<file path="src/rtl/lisa_ssa_wb_queue.sv">
// In-order writeback queue feeding one regfile write port, with a 256-entry SSA-ID ready scoreboard and a sticky duplicate-write flag.
// Latency: one cycle from acceptance to wen. With LISA_WBQ_BYPASS_EN defined, an empty queue with the port granted writes in the same cycle.
// Backpressure: in_ready is low only while the queue is full; a head entry waits in the queue until wport_gnt is high.
module lisa_ssa_wb_queue #(
    parameter int DEPTH  = 4,
    parameter int DATA_W = 32
) (
    input  logic              clk,
    input  logic              rst_n,
    input  logic              in_valid,
    output logic              in_ready,
    input  logic [7:0]        in_id,
    input  logic [DATA_W-1:0] in_data,
    input  logic              wport_gnt,
    output logic              wen,
    output logic [7:0]        waddr,
    output logic [DATA_W-1:0] wdata,
    input  logic              inv_valid,
    input  logic [7:0]        inv_id,
    input  logic [7:0]        qid,
    output logic              qready,
    output logic              err
);
    localparam int PTR_W = $clog2(DEPTH);
    localparam logic [PTR_W-1:0] PTR_INC  = PTR_W'(1);
    localparam logic [PTR_W:0]   CNT_INC  = (PTR_W + 1)'(1);
    localparam logic [PTR_W:0]   CNT_FULL = (PTR_W + 1)'(DEPTH);

    logic [PTR_W-1:0]  wr_ptr_q, wr_ptr_d;
    logic [PTR_W-1:0]  rd_ptr_q, rd_ptr_d;
    logic [PTR_W:0]    cnt_q, cnt_d;
    logic [255:0]      sb_q, sb_d;
    logic              err_q, err_d;
    logic [7:0]        id_mem_q  [DEPTH];
    logic [DATA_W-1:0] dat_mem_q [DEPTH];

    logic fifo_empty, fifo_full, push, pop, byp, dup;

    always_comb begin
        fifo_empty = (cnt_q == '0);
        fifo_full  = (cnt_q == CNT_FULL);
`ifdef LISA_WBQ_BYPASS_EN
        byp = rst_n && fifo_empty && wport_gnt && in_valid;
`else
        byp = 1'b0;
`endif
        // Outputs are forced to their idle values for as long as reset is held.
        in_ready = !fifo_full || !rst_n;
        pop      = rst_n && !fifo_empty && wport_gnt;
        wen      = pop || byp;
        waddr    = '0;
        wdata    = '0;
        if (rst_n && !fifo_empty) begin
            waddr = id_mem_q[rd_ptr_q];
            wdata = dat_mem_q[rd_ptr_q];
        end else if (byp) begin
            waddr = in_id;
            wdata = in_data;
        end
        push = in_valid && !fifo_full && !byp;

        wr_ptr_d = push ? wr_ptr_q + PTR_INC : wr_ptr_q;
        rd_ptr_d = pop  ? rd_ptr_q + PTR_INC : rd_ptr_q;
        cnt_d    = cnt_q;
        if (push && !pop) begin
            cnt_d = cnt_q + CNT_INC;
        end else if (!push && pop) begin
            cnt_d = cnt_q - CNT_INC;
        end

        // A same-cycle invalidate of the written ID means the ID was reallocated, so it is not a duplicate.
        dup = wen && sb_q[waddr] && !(inv_valid && (inv_id == waddr));
        sb_d = sb_q;
        if (inv_valid) begin
            sb_d[inv_id] = 1'b0;
        end
        if (wen) begin
            sb_d[waddr] = 1'b1;
        end
        err_d = err_q || dup;

        qready = rst_n && sb_q[qid];
        err    = rst_n && err_q;
    end

    always_ff @(posedge clk) begin
        if (!rst_n) begin
            wr_ptr_q <= '0;
            rd_ptr_q <= '0;
            cnt_q    <= '0;
            sb_q     <= '0;
            err_q    <= 1'b0;
        end else begin
            wr_ptr_q <= wr_ptr_d;
            rd_ptr_q <= rd_ptr_d;
            cnt_q    <= cnt_d;
            sb_q     <= sb_d;
            err_q    <= err_d;
        end
    end

    // Storage needs no reset: an entry is only read while the count says it is valid.
    always_ff @(posedge clk) begin
        if (push) begin
            id_mem_q[wr_ptr_q]  <= in_id;
            dat_mem_q[wr_ptr_q] <= in_data;
        end
    end
endmodule
</file>
<file path="config.mk">
export PLATFORM = sky130hd
export DESIGN_NAME = lisa_ssa_wb_queue
export DESIGN_NICKNAME = d
export VERILOG_FILES = /design/src/rtl/lisa_ssa_wb_queue.sv
export SDC_FILE = /design/constraint.sdc
export NUM_CORES = 1
export LEC_CHECK = 0
export BUFFER_PORTS_ARGS = -buffer_cell sky130_fd_sc_hd__buf_4
export CAP_MARGIN = 30
export CORE_MARGIN = 2
export CORE_UTILIZATION = 42
export CTS_CLUSTER_SIZE = 40
export DETAILED_ROUTE_END_ITERATION = 7
export GPL_TIMING_DRIVEN = 1
export HOLD_SLACK_MARGIN = 0.03
export MAX_ROUTING_LAYER = met4
export SLEW_MARGIN = 10
export SYNTH_ARGS = -nofsm -noshare
export SYNTH_HDL_FRONTEND = slang
export SYNTH_SLANG_ARGS = --single-unit
</file>
<file path="constraint.sdc">
create_clock -name clk -period 5.25 [get_ports clk]
set_clock_uncertainty 0.05 [all_clocks]
set_input_delay 1.05 -clock clk [delete_from_list [all_inputs] [get_ports clk]]
set_output_delay 1.05 -clock clk [all_outputs]
set_load 0.03 [all_outputs]
</file>
==> metrics.txt <==
largest net degree at the start of global routing between 100 and 150; register area share after synthesis 47.5%; Initial Util a little over two fifths; max incr delay on CP roughly 0.56 ns; Crit Path Max Fanout 25; syn nets 2,113; CTS Sinks ~430; Final Routed Wirelength 71,400 um; crit share post-route 95.5%; clock transition at the registers of the reported paths 0.06 ns; Vias around 17,000; top_reg_cell synth dfxtp_1; # nets final 2,152; first-pass GRT wire length 108,000 um; WP data required 4.15 ns; R2R Path End err_q$_SDFF_PN0_; Hold Path Sink sb_q[168]$_SDFF_PN0_; Port Buffers approximately 100; final hold vios 0; met1 GRT Util 34.9%; DIE HEIGHT roughly 230 um; Mapped Cells 2,046; switching portion of total power about 33%; Lkg Pwr 8.60 nW; Worst Hold Launch sb_q[168]$_SDFF_PN0_; Setup crit start kind primary input; asr flop ratio synth 0%; Routed Antenna Nets 0; dpl hpwl 44,600 um; Synth cell types 49; Max-Cap Viols 0; Gate power share 26.7%; IO Pins 105; M3 GR Usage between 6 and 7%; H-tree depth 2; FMAX 200 MHz; Slew Limit Fails 0; clock insertion delay at the later pin of the skew report a little over 0.6 ns; post-synth top area share about 25%; Crit Path Class in -> out; sw power between 3 and 4 mW; WP data arrival 3.91 ns; Avg WL per Cell 25.5 um; most common cell in the netlist o21ai_0; multi-input logic area 10,200 um2; r2r setup slk 0.96 ns; Worst Setup SP qid[0]; setup violators final 0; Routability Congestion 0.961; Cell Rows 82; Critical Path Most Common Cell mux4_2; DRC 0; Slew headroom 33.1%; drt pass-1 iters 6; vias in the first global route approximately 17,000; GR peak layer met2; Clk network pwr share roughly 36%; Iteration-0 DRC Markers between 2,000 and 2,500; PD cells 405 nW/um2; setup TNS 0 ns; fillers 4,452; Worst IR Drop VDD 0.329 mV; crit-path cells buf_4, buf_12, mux4_2, mux4_2, mux4_2, mux4_2, and2_1, buf_4; register area 10,100 um2; met2 usage 41.9%; post-synth top area cell dfxtp_1; Inserted Clock Buffers 48; synth top area cells dfxtp_1 25%, edfxtp_1 23%, mux4_2 13%; critical path capture point type output pin; number of synthesized flops with an enable pin 160; CTS tree yes; Core ar. 50,200 um2; GRT Resource Usage Total 27.7%; worst hold stages 2; width of the die 229 um; post-CTS setup repair buffer count 0; antenna violations before repair 3; post-CTS resize count 0; worst hold path class reg -> reg; Synthesis Warnings 0; Mapped Area 21,300 um2; hold_buf cts 0; P&R area growth vs syn 15.2%; Tot Pwr 9.95 mW; RSZ-0062 raised after global routing no; die area 52,600 um2; Vias/cell 6.19; root buffer cell clkbuf_16; top cells by count, synth 513 x o21ai_0, 295 x and2_1, 266 x dfxtp_1, 160 x edfxtp_1, 135 x clkbuf_1; share of post-route cells with drive strength above 1 18.4%; CP max stage cell mux4_2; final worst path period need 5.01 ns; Sequential Power Share 37.2%; global route total overflow 0; R2R cell count 9; slew at the pin with the worst max-slew slack 1.00 ns; status completed; Bufs on Longest Clock Path 3; Syn Area/Cell about 10 um2; synthesized flop and latch total 426; Pint around 6.7 mW
[flip-flops by register name, summed over array words and instances (netlist names), named ones only]
register	cells
sb_q	256
dat_mem_q	128
id_mem_q	32
cnt_q	3
rd_ptr_q	2
wr_ptr_q	2
err_q	1
[worst max-delay path by stage]
| stage | cells past startpoint | to | slack (ns) |
|---|---|---|---|
| after floorplan | 8 | qready | 0.26 |
| after global placement | 8 | qready | 0.28 |
| after detailed placement | 8 | qready | 0.26 |
| after CTS | 8 | qready | 0.25 |
| after global routing | 8 | qready | 0.22 |
| final | 8 | qready | 0.24 |
[metal layers]
layer / part of all wire, % / wire length, um / vias to the layer above
met2: 45 / 32100 / 984
met5: 0 / 0 / -
li1: - / - / 7547
met1: 39 / 27900 / 8553
met4: 5.6 / 3970 / 0
met3: 10 / 7380 / 241
[worst max-delay path, delay by kind of cell]
kind,cells,cell delay (ns)
and+or+nand+nor,1,0.18
buffers and inverters,3,0.49
muxes,4,2.14
[placed cells by master, fill, tap and decap left out, types with 10 or more instances in the layout]
cell and instances:
a21oi_1 44, a222oi_1 16, a22oi_1 39, and2_1 291, buf_4 155, clkbuf_1 10
clkbuf_16 50, clkbuf_8 10, dfxtp_1 264, edfxtp_1 160, inv_1 72, mux2i_1 66
mux4_2 124, nand2_1 53, nand2b_1 37, nand3_1 37, nand4_1 14, nor2_1 33
nor2b_1 13, o21ai_0 513, o22ai_1 10
[power groups by stage]
stage / Clock (mW) / Combinational, mW / Sequential [mW]
CTS: 3.65 / 2.62 / 3.70
global placement: 0 / 2.58 / 3.76
floorplan: 0 / 1.71 / 3.74
global route: 3.78 / 2.79 / 3.72
finish: 3.60 / 2.66 / 3.70
detailed placement: 0 / 2.61 / 3.77
[stage by stage]
step	area, um2	util [%]	hold slack (ns)	std cells	setup WS, ns
2_1_floorplan	21300	-	0.416	2046	0.264
3_3_place_gp	22800	45.3	0.445	2701	0.277
3_5_place_dp	22800	45.5	0.457	2704	0.258
4_1_cts	24500	48.9	0.465	2794	0.248
5_1_grt	24600	49.0	0.481	2799	0.220
6_report	24600	49.0	0.463	2799	0.238
[final cells by class]
cell class              instances  area share (%)
multi-input cells            1369            41.6
flip-flops and latches        426            41.2
clock buffers                  70            5.80
repair buffers                168            5.71
well taps                     672            3.42
clock inverters                20            1.17
inverters                      72            1.10
diodes                          2          0.0204
[logic make-up after synthesis]
logic type / Yosys count / synth area share (%)
XOR/XNOR: 13 / 0.534
adder cells (fa/ha/maj): 6 / 0.387
flip-flops: 426 / 47.5
buffers and inverters: 251 / 4.76
multiplexers: 191 / 16.3
AND/OR/NAND/NOR: 502 / 13.6
AO/OA/AOI/OAI: 657 / 17.0
(Power assumes the default switching activity.)
